[src/rtl/uart_rx_ctrl.sv]
// uart_rx_ctrl: UART receive sequencer on FPGA_CLK.
// Start-bit detection, mid-bit sampling and deframing, with a one-entry
// valid/ready holding register and framing/overrun error pulses.
// Optional feature: define UART_RX_PARITY_EN for 8E1 framing with PARITY_ERR;
// when it is undefined the block deframes 8N1 and PARITY_ERR is tied low.
module uart_rx_ctrl #(
  parameter int unsigned CLKS_PER_BIT = 434
) (
  input  logic       FPGA_CLK,
  input  logic       RST_N,
  input  logic       UART_RXD,
  output logic [7:0] RX_DATA,
  output logic       RX_VALID,
  input  logic       RX_READY,
  output logic       BUSY,
  output logic       FRAME_ERR,
  output logic       OVERRUN,
  output logic       PARITY_ERR
);

  localparam int unsigned CNT_W = $clog2(CLKS_PER_BIT);
  localparam logic [CNT_W-1:0] HALF_CNT = CNT_W'(CLKS_PER_BIT / 2 - 1);
  localparam logic [CNT_W-1:0] LAST_CNT = CNT_W'(CLKS_PER_BIT - 1);

  typedef enum logic [2:0] {
    S_IDLE,
    S_START,
    S_DATA,
    S_PARITY,
    S_STOP,
    S_BREAK
  } state_t;

  state_t           state, state_next;
  logic [CNT_W-1:0] cnt;
  logic [2:0]       bit_idx;
  logic [7:0]       shift_reg;
  logic             sync_meta, sync_cur, sync_prev;
  logic             cnt_clr;
  logic             shift_en;
  logic             stop_sample;
  logic             par_ok;

  // Two-flop synchronizer plus one delayed copy for falling-edge detection
  always_ff @(posedge FPGA_CLK or negedge RST_N) begin
    if (!RST_N) begin
      sync_meta <= 1'b1;
      sync_cur  <= 1'b1;
      sync_prev <= 1'b1;
    end else begin
      sync_meta <= UART_RXD;
      sync_cur  <= sync_meta;
      sync_prev <= sync_cur;
    end
  end

  // FSM state register
  always_ff @(posedge FPGA_CLK or negedge RST_N) begin
    if (!RST_N) state <= S_IDLE;
    else        state <= state_next;
  end

`ifdef UART_RX_PARITY_EN
  logic par_en;
`endif

  // Next-state decode and per-cycle datapath strobes
  always_comb begin
    state_next  = state;
    shift_en    = 1'b0;
    stop_sample = 1'b0;
`ifdef UART_RX_PARITY_EN
    par_en      = 1'b0;
`endif
    unique case (state)
      S_IDLE: begin
        if (sync_prev && !sync_cur) state_next = S_START;
      end
      S_START: begin
        if (cnt == HALF_CNT) state_next = sync_cur ? S_IDLE : S_DATA;
      end
      S_DATA: begin
        if (cnt == LAST_CNT) begin
          shift_en = 1'b1;
`ifdef UART_RX_PARITY_EN
          if (bit_idx == 3'd7) state_next = S_PARITY;
`else
          if (bit_idx == 3'd7) state_next = S_STOP;
`endif
        end
      end
      S_PARITY: begin
`ifdef UART_RX_PARITY_EN
        if (cnt == LAST_CNT) begin
          par_en     = 1'b1;
          state_next = S_STOP;
        end
`else
        state_next = S_IDLE;
`endif
      end
      S_STOP: begin
        if (cnt == LAST_CNT) begin
          stop_sample = 1'b1;
          state_next  = sync_cur ? S_IDLE : S_BREAK;
        end
      end
      S_BREAK: begin
        if (sync_cur) state_next = S_IDLE;
      end
      default: state_next = S_IDLE;
    endcase
    // Counter restarts on every state entry and at each data-bit boundary,
    // so non-power-of-two bit periods wrap correctly within DATA.
    cnt_clr = (state_next != state) || shift_en;
  end

  assign BUSY = (state != S_IDLE);

  // Bit counter, bit index and LSB-first shift register
  always_ff @(posedge FPGA_CLK or negedge RST_N) begin
    if (!RST_N) begin
      cnt       <= '0;
      bit_idx   <= '0;
      shift_reg <= '0;
    end else begin
      cnt <= cnt_clr ? '0 : cnt + CNT_W'(1);
      if (shift_en) begin
        shift_reg <= {sync_cur, shift_reg[7:1]};
        bit_idx   <= bit_idx + 3'd1;
      end else if (state != S_DATA) begin
        bit_idx <= '0;
      end
    end
  end

  // Holding register handshake, commit and framing/overrun pulses
  always_ff @(posedge FPGA_CLK or negedge RST_N) begin
    if (!RST_N) begin
      RX_DATA   <= '0;
      RX_VALID  <= 1'b0;
      FRAME_ERR <= 1'b0;
      OVERRUN   <= 1'b0;
    end else begin
      FRAME_ERR <= 1'b0;
      OVERRUN   <= 1'b0;
      if (RX_VALID && RX_READY) RX_VALID <= 1'b0;
      if (stop_sample && par_ok) begin
        if (!sync_cur) begin
          FRAME_ERR <= 1'b1;
        end else if (RX_VALID && !RX_READY) begin
          OVERRUN <= 1'b1;
        end else begin
          RX_VALID <= 1'b1;
          RX_DATA  <= shift_reg;
        end
      end
    end
  end

`ifdef UART_RX_PARITY_EN
  logic par_bit;

  assign par_ok = ~^{shift_reg, par_bit};

  // Captured parity bit and parity-mismatch pulse at the stop-bit sample
  always_ff @(posedge FPGA_CLK or negedge RST_N) begin
    if (!RST_N) begin
      par_bit    <= 1'b0;
      PARITY_ERR <= 1'b0;
    end else begin
      if (par_en) par_bit <= sync_cur;
      PARITY_ERR <= stop_sample && !par_ok;
    end
  end
`else
  assign par_ok     = 1'b1;
  assign PARITY_ERR = 1'b0;
`endif

endmodule

[config.mk]
export PLATFORM = sky130hd
export DESIGN_NAME = uart_rx_ctrl
export DESIGN_NICKNAME = d
export VERILOG_FILES = /design/src/rtl/uart_rx_ctrl.sv
export SDC_FILE = /design/constraint.sdc
export NUM_CORES = 1
export LEC_CHECK = 0
export CORE_UTILIZATION = 50
export CTS_CLUSTER_DIAMETER = 30
export DETAILED_ROUTE_END_ITERATION = 12
export HOLD_SLACK_MARGIN = 0.02
export PLACE_DENSITY = 0.78
export SYNTH_ARGS = -nofsm -noshare
export SYNTH_HDL_FRONTEND = slang
export SYNTH_SLANG_ARGS = --single-unit
[constraint.sdc]
create_clock -name FPGA_CLK -period 3.4 [get_ports FPGA_CLK]
set_input_delay 0.34 -clock FPGA_CLK [delete_from_list [all_inputs] [get_ports FPGA_CLK]]
set_output_delay 0.34 -clock FPGA_CLK [all_outputs]
set_load 0.05 [all_outputs]
==> results of run 1 <==
[power groups by stage]
stage	registers (uW)	clock network (uW)	logic [uW]
after global routing	553	280	210
after detailed placement	553	0	187
final	547	245	186
after CTS	545	256	188
after floorplan	535	0	144
after global placement	548	0	173
[worst max-delay path, delay by kind of cell (launching register included)]
| kind | cells | cell delay, ns |
|---|---|---|
| DFF | 1 | 0.50 |
| and+or+nand+nor | 1 | 0.42 |
| buffers and inverters | 1 | 0.71 |
[layout make-up]
cell class,instances,area share [%]
Inverter,6,1.13
Tap cell,46,2.89
Multi-Input combinational cell,96,38.3
Clock buffer,7,2.76
Timing Repair Buffer,16,7.91
Sequential cell,37,46.6
Clock inverter,1,0.377
[how the worst min path moves through the flow]
stage | from | endpoint | slack, ns | cells after the start
global route | UART_RXD | sync_meta | 0.36 | 1
finish | sync_meta | sync_cur | 0.37 | 0
global placement | sync_meta | sync_cur | 0.35 | 0
detailed placement | sync_meta | sync_cur | 0.35 | 0
floorplan | RST_N | FRAME_ERR | 0.04 | 0
CTS | sync_meta | sync_cur | 0.36 | 0
[stage by stage]
stage | cells | hold slack, ns
after floorplan | 143 | 0.0444
after global placement | 201 | 0.347
after detailed placement | 201 | 0.347
after CTS | 209 | 0.364
after global routing | 209 | 0.360
final | 209 | 0.367
[routing by layer]
metal,GRT usage (%),vias to the layer above
met1,23.1,587
met5,0,-
met2,32.1,30
met3,6.72,8
li1,-,549
met4,12.7,0
[layout by cell type (no fill, tap or decap), types with 3 or more instances in the layout]
master,n
dfrtp_1,34
mux2_2,16
clkdlybuf4s50_1,15
nor4_1,10
nand2_1,7
nor2_1,7
inv_1,6
xnor2_1,6
ha_1,5
clkbuf_4,5
nand4_1,4
nand3_1,4
dfstp_2,3
[cells by family (layout without fill, tap and decap cells)]
family | count (synthesis) | count (layout) | synth area share [%]
flip-flops | 37 | 37 | 52.8
multiplexers | 18 | 18 | 11.4
AND/OR/NAND/NOR | 53 | 53 | 19.4
adder cells (fa/ha/maj) | 5 | 5 | 3.56
other | 1 | 1 | 0.213
AO/OA/AOI/OAI | 11 | 11 | 4.84
XOR/XNOR | 8 | 8 | 3.98
buffers and inverters | 10 | 30 | 3.77
==> results.yml, run 1 <==
synthesis:
  synth_top_area_share_pct: 48.4
  syn_area_mm2: 0.00176
  synth_most_common_cell: "dfrtp_1"
  ys_ff_latch: 37
  syn_avg_cell_area_um2: 12.3
  synth_warnings: 0
  ys_seq_area_share_pct: 52.8
  ys_types: 44
  yosysTopAreaCell: "dfrtp_1"
  syn_inst: 143
  async_flop_share_pct: 100
  syn-num-nets: 152
  synth_edf_count: 0
  synthFlopType: "dfrtp_1"
  synthTopCellsByCount: "dfrtp_1, mux2_2, nor4_1"
  synth_area_leaders: "dfrtp_1, mux2_2, dfstp_2"
layout:
  fillCellCount: 313
  fin_nets: 171
  diodes: 0
  utilization_pct: 59.3
  largest_reg_flops: 9
  multi_input_area_um2: 763
  final_cell_area_mm2: 0.00199
  layout-drive-gt1-share_pct: 23.9
  area_growth_pct: 13.3
  layout.area.seq_um2: 930
global_routing:
  grt_use_total_pct: 20.1
  gr-total-overflow: 0
  antenna_found_initial: 0
  grt_pass1_vias: 1116
  grt_pass1_wl_um: 5150
  grt_max_degree: 38
worst_setup_path:
  worst-r2r-cell-count: 6
  cp-start-kind: "flop"
  critPathMaxFanout: 8
  critPathRequiredTime_ns: 3.06
  crit_type: "flop to output pin"
  r2r-start: "cnt[1]"
  slowest_delay_ns: 0.71
  arrival_ns: 1.99
  reg2reg_to: "cnt[2]"
  reg2reg_slack_ns: 1.54
  cp-endpoint: "BUSY"
  cp_slowest_cell: "clkdlybuf4s50_1"
  endpoint_kind: "output pin"
  critical_path.cell_chain: "or3_1 -> clkdlybuf4s50_1"
  critPathLaunch: "state[1]"
sta:
  setup_slack_ns: 1.07
  fmax_ghz: 0.429
  hold_viol_final: 0
  period_minus_slack_ns: 2.33
  period_share_pct: 68.5
  rsz0062_at_grt: "no"
  max_slew_margin_pct: 54.6
  final.setup.tns_ns: 0
  worst_pin_slew_ns: 0.677
  setup_viol: 0
  fin_skew_ns: 0.0164
  drv_slew: 0
power_and_ir_drop:
  p_sw_uw: 307
  pwr-share-comb_pct: 19.0
  p_int_uw: 672
  swShare_pct: 31.3
  p_total_uw: 978
  p_leak_uw: 0.000882
  ir_worst_vdd_uv: 280
  p_seq_share_pct: 55.9
  power_density_mw_per_mm2: 491
  clkPwrFrac_pct: 25.0
clock_tree:
  clockBufferDepth: 2
  htree_levels: 2
  cts_buffers: 5
  ctsHoldBuffers: 0
  post_cts_resized: 0
  clk_pin_slew_ns: 0.12
  clk_latency_ns: 0.35
  cts_tree: "done"
  cts-root-buf: "clkbuf_4"
  numClockSinks: 37
  cts_setup_buffers: 0
worst_hold_path:
  hold_class: "flop to flop"
routing:
  m1WireLength_um: 1330
  viasPerCell: 5.62
  drt_iter0_drc: 58
  wl_met3_um: 141
  wirelength_um: 3250
  wl_met2_um: 1680
  num_vias: 1174
  highest_layer: "met4"
  ant_nets: 0
  first_pass_iters: 4
  drc: 0
  post_drt_wl_per_cell_um: 15.5
placement:
  dp_slack_ns: 1.46
  dp_hpwl_um: 2340
  gp_congestion: 0.821
  dpl_cell_area_mm2: 0.00193
  io_buffers: 15
flow_run:
  drv_cap: 0
floorplan:
  die_h_um: 61.3
  die_area_mm2: 0.00376
  start_util_pct: 52.3
  boundaryPins: 17
  core_mm2: 0.00336
  fp.dieW_um: 61.3
  rows: 21
outcome:
  status: "finished, final reports clean"
Power figures use the tool's default switching activity.
==> run 2: changes to the inputs <==
--- a/config.mk
+++ b/config.mk
@@ -9,7 +9,7 @@
 export CTS_CLUSTER_DIAMETER = 30
 export DETAILED_ROUTE_END_ITERATION = 12
 export HOLD_SLACK_MARGIN = 0.02
-export PLACE_DENSITY = 0.78
+export PLACE_DENSITY = 0.81
 export SYNTH_ARGS = -nofsm -noshare
 export SYNTH_HDL_FRONTEND = slang
 export SYNTH_SLANG_ARGS = --single-unit
==> constraint.sdc (replaced) <==
create_clock -name FPGA_CLK -period 2 [get_ports FPGA_CLK]
set_input_delay 0.2 -clock FPGA_CLK [delete_from_list [all_inputs] [get_ports FPGA_CLK]]
set_output_delay 0.2 -clock FPGA_CLK [all_outputs]
set_load 0.05 [all_outputs]
==> run 2 against run 1 <==
Compared with the run above:
- combinational power up 64%
- via count down 1.7%
- non-clock buffer count rose by 2
- critical path depth did not move
- setup slack worse by 0.89 ns
- highest routed layer unchanged
==> results.yml, run 2 (synthesized netlist as in run 1, its figures left out) <==
worst_setup_path:
  slowest_delay_ns: 0.49
  critical_path.cell_chain: "or3_1 -> dlygate4sd2_1"
  critPathLaunch: "state[2]"
  critPathRequiredTime_ns: 1.80
  worst-r2r-cell-count: 4
  critPathMaxFanout: 9
  r2r-start: "state[2]"
  endpoint_kind: "output pin"
  arrival_ns: 1.62
  critPathBufInv: 1
  cp_slowest_cell: "dfrtp_1"
  cp-start-kind: "flop"
  cp_top_family: "flip-flops"
  crit_type: "flop to output pin"
  cp.depth: 2
placement:
  dp_slack_ns: 0.159
  dpl_cell_area_mm2: 0.00195
  io_buffers: 15
  dp_hpwl_um: 2300
  gp_congestion: 0.845
  placed_cells: 203
sta:
  whs_ns: 0.264
  final.setup.tns_ns: 0
  setup_slack_ns: 0.181
  rsz0062_at_grt: "no"
  hold_viol_final: 0
  fmax_ghz: 0.550
  max_slew_margin_pct: 66.2
  fin_skew_ns: 0.0120
  drv_slew: 0
  period_share_pct: 91.0
  worst_pin_slew_ns: 0.505
  period_minus_slack_ns: 1.82
  setup_viol: 0
global_routing:
  gr-total-overflow: 0
  grt_pass1_wl_um: 5310
  grt_use_total_pct: 19.8
  antenna_found_initial: 0
  grt_pass1_vias: 1142
  grt_max_degree: 38
routing:
  drt_iter0_drc: 71
  viasPerCell: 5.47
  first_pass_iters: 4
  post_drt_wl_per_cell_um: 15.0
  wirelength_um: 3160
  ant_nets: 0
  drc: 0
  num_vias: 1154
layout:
  fillCellCount: 293
  fin_nets: 173
  final_cell_area_mm2: 0.00204
  layout-drive-gt1-share_pct: 25.5
  final_cell_mix: "dfrtp_1, mux2_2, clkdlybuf4s50_1"
  diodes: 0
  largest_reg_flops: 9
  area_growth_pct: 16.1
  layout_commonest_cell: "dfrtp_1"
  stdcell_count: 211
floorplan:
  die_h_um: 61.3
  die_area_mm2: 0.00376
  core_mm2: 0.00336
  boundaryPins: 17
  rows: 21
  fp.dieW_um: 61.3
  start_util_pct: 52.3
clock_tree:
  clockBufferDepth: 2
  numClockSinks: 37
  cts_tree: "done"
  clk_latency_ns: 0.34
  ctsHoldBuffers: 0
  cts_buffers: 5
  cts-root-buf: "clkbuf_4"
  clk_pin_slew_ns: 0.12
  htree_levels: 2
  cts_setup_buffers: 0
power_and_ir_drop:
  p_seq_share_pct: 52.1
  power_density_mw_per_mm2: 872
  p_int_uw: 1260
  p_leak_uw: 0.000905
  ir_worst_vdd_uv: 756
  pwr-share-comb_pct: 17.1
  swShare_pct: 29.1
  clkPwrFrac_pct: 30.8
  p_sw_uw: 519
worst_hold_path:
  hold_class: "primary input to asynchronous set/reset pin"
flow_run:
  drv_cap: 0
outcome:
  status: "finished, final reports clean"
-- run 2: worst register-to-register path, stage by stage, from the launching register on --
cell and delay, ns:
dfrtp_1 0.49, nor4b_1 0.42, nand3_1 0.26, a31oi_4 0.40, nor4_1 0.10
-- run 2: path summary, 6_finish.rpt --
| kind | end | slack (ns) |
|---|---|---|
| worst max register to register | cnt[1] | 0.20 |
| min in group FPGA_CLK | sync_meta | 0.27 |
| worst min-delay path | cnt[5] | 0.26 |
| worst max-delay path | BUSY | 0.18 |
| max in group asynchronous | sync_meta | 1.37 |
| worst min register to register | sync_cur | 0.36 |
-- run 2: final cells by class --
class                           count  area [um2]  area share (%)
Sequential cell                    37         930            45.5
Multi-Input combinational cell     96         772            37.8
Timing Repair Buffer               18         171            8.39
Tap cell                           46        57.6            2.82
Clock buffer                        6        51.3            2.51
Clock inverter                      2        37.5            1.84
Inverter                            6        22.5            1.10
-- run 2: repair_timing --
action                     4_1_cts  5_1_grt
setup endpoints to repair        1        9
pin swaps                        0        0
gates resized for setup          1        1
-- run 2: power by group through the flow --
| stage | logic, uW | registers, uW | clock network, uW |
|---|---|---|---|
| global placement | 290 | 931 | 0 |
| floorplan | 245 | 910 | 0 |
| CTS | 308 | 925 | 560 |
| detailed placement | 309 | 940 | 0 |
| global route | 349 | 941 | 596 |
| finish | 305 | 927 | 549 |
-- run 2: per-stage QoR --
stage,total power (uW),util (%)
6_report,1780,60.7
5_1_grt,1890,60.7
4_1_cts,1790,60.5
3_5_place_dp,1250,57.8
3_3_place_gp,1220,57.8
2_1_floorplan,1150,-
-- run 2: per-layer routing --
layer,global-route usage [%],wire length [um],up-vias
met5,0,0,-
met4,7.47,56,0
met3,4.41,118,6
met2,31.8,1570,28
met1,26.2,1410,567
li1,-,-,553
==> run 3: changes to the inputs <==
--- a/config.mk
+++ b/config.mk
@@ -9,7 +9,7 @@
 export CTS_CLUSTER_DIAMETER = 30
 export DETAILED_ROUTE_END_ITERATION = 12
 export HOLD_SLACK_MARGIN = 0.02
-export PLACE_DENSITY = 0.81
+export PLACE_DENSITY = 0.78
 export SYNTH_ARGS = -nofsm -noshare
 export SYNTH_HDL_FRONTEND = slang
 export SYNTH_SLANG_ARGS = --single-unit
==> constraint.sdc (replaced) <==
create_clock -name FPGA_CLK -period 1.7 [get_ports FPGA_CLK]
set_input_delay 0.17 -clock FPGA_CLK [delete_from_list [all_inputs] [get_ports FPGA_CLK]]
set_output_delay 0.17 -clock FPGA_CLK [all_outputs]
set_load 0.05 [all_outputs]
==> run 3 against run 2 <==
Compared with the run above:
- critical path depth up 4
- register-to-register slack got worse by 0.24 ns
- the run now ends with setup timing left
- sequential power increased by 18%
- die area stayed put
- largest power group unchanged
==> results.yml, run 3 (synthesized netlist as in run 1, its figures left out) <==
outcome:
  status: "complete, but fails checks"
  violations: "setup timing"
sta:
  hold_viol_final: 0
  whs_ns: 0.216
  setup_viol: 17
  period_minus_slack_ns: 1.74
  setup_slack_ns: -0.0387
  fmax_ghz: 0.575
  drv_slew: 0
  period_share_pct: 102
  rsz0062_at_grt: "yes"
  worst_pin_slew_ns: 0.517
  fin_skew_ns: 0.0147
  max_slew_margin_pct: 65.5
placement:
  dp_slack_ns: -0.0596
  io_buffers: 15
  dp_hpwl_um: 2260
  placed_cells: 206
  dpl_cell_area_mm2: 0.00197
  gp_congestion: 0.839
worst_setup_path:
  critPathMaxFanout: 8
  crit_type: "flop to flop"
  cp-start-kind: "flop"
  arrival_ns: 1.99
  endpoint_kind: "flop"
  critPathRequiredTime_ns: 1.96
floorplan:
  boundaryPins: 17
  die_h_um: 61.3
  start_util_pct: 52.3
  core_mm2: 0.00336
  fp.dieW_um: 61.3
  rows: 21
  die_area_mm2: 0.00376
layout:
  final_cell_area_mm2: 0.00218
  stdcell_count: 217
  diodes: 0
  largest_reg_flops: 9
  final_cell_mix: "dfrtp_1, mux2_2, buf_4"
  utilization_pct: 64.9
  area_growth_pct: 24.1
  layout_commonest_cell: "dfrtp_1"
  fillCellCount: 276
  fin_nets: 179
  layout-drive-gt1-share_pct: 38.0
global_routing:
  gr-total-overflow: 0
  busiest_layer: "met2"
  grt_use_met2_pct: 32.0
  grt_max_degree: 38
  grt_use_total_pct: 19.5
  grt_pass1_vias: 1186
  use_met1_pct: 22.2
  antenna_found_initial: 0
  grt_pass1_wl_um: 5140
  grt_use_met3_pct: 6.51
clock_tree:
  cts_tree: "done"
  cts-root-buf: "clkbuf_4"
  clockBufferDepth: 2
  htree_levels: 2
  clk_latency_ns: 0.36
  clk_pin_slew_ns: 0.12
  cts_buffers: 5
  numClockSinks: 37
power_and_ir_drop:
  p_leak_uw: 0.00108
  power_density_mw_per_mm2: 990
  ir_worst_vdd_uv: 581
routing:
  post_drt_wl_per_cell_um: 16.5
  wirelength_um: 3580
  viasPerCell: 5.70
  drc: 0
  drt_iter0_drc: 51
  num_vias: 1236
  first_pass_iters: 4
  ant_nets: 0
worst_hold_path:
  hold_class: "primary input to asynchronous set/reset pin"
flow_run:
  drv_cap: 0
[run 3: cell count changes in the layout (fill, tap and decap cells not counted), sizes merged]
| cell | delta |
|---|---|
| clkinv | +2 |
| clkinvlp | -1 |
| bufinv | -1 |
| dlymetal6s2s | +6 |
| dlygate4sd2 | +4 |
| clkdlybuf4s50 | -11 |
| buf | +7 |
[run 3: final timing paths]
check / from / to / slack [ns] / cells after the start
max: cnt[1] / RX_DATA[1] / -0.04 / 6
min: RST_N / state[0] / 0.22 / 2
max reg2reg: cnt[1] / RX_DATA[1] / -0.04 / 6
min reg2reg: sync_meta / sync_cur / 0.36 / 0
max in group asynchronous: RST_N / sync_meta / 1.12 / 2
min in group FPGA_CLK: UART_RXD / sync_meta / 0.22 / 1
[run 3: critical path: stages (launching register included)]
cell	delay (ns)
dfrtp_1	0.42
inv_2	0.07
ha_2	0.18
and4b_1	0.29
and2_4	0.21
nand3_4	0.14
mux2_4	0.33
[run 3: metrics by stage]
stage / total power [uW] / setup TNS [ns]
after floorplan: 1360 / 0
after global placement: 1460 / 0
after detailed placement: 1490 / -0.417
after CTS: 2000 / 0
after global routing: 2280 / -1.54
final: 2160 / -0.253
[run 3: report_power, final]
| part | switching [uW] | total, uW | internal [uW] |
|---|---|---|---|
| clock network | 297 | 498 | 201 |
| registers | 127 | 1090 | 967 |
| logic | 266 | 568 | 302 |
| total | 690 | 2160 | 1470 |
[run 3: timing repair]
action | 4_1_cts | 5_1_grt
buffers inserted | 0 | 3
pin swaps | 0 | 5
gates cloned | 0 | 0
endpoints found under the setup margin | 14 | 34
hold buffers | 0 | 0
resized for setup | 8 | 24
[run 3: routing by layer]
layer	part of all wire, %	wire length (um)	up-vias
met3	3.6	129	10
met5	0	0	-
met1	42	1520	633
met2	51	1830	26
li1	-	-	567
met4	2.9	103	0
[run 3: layout make-up]
cell class | instances | area (um2) | share of cell area, %
sequential | 37 | 930 | 42.6
multi-input combinational | 96 | 881 | 40.3
timing repair buffer | 24 | 228 | 10.4
tap | 46 | 57.6 | 2.64
clock buffer | 6 | 51.3 | 2.35
inverter | 6 | 22.5 | 1.03
clock inverter | 2 | 13.8 | 0.630
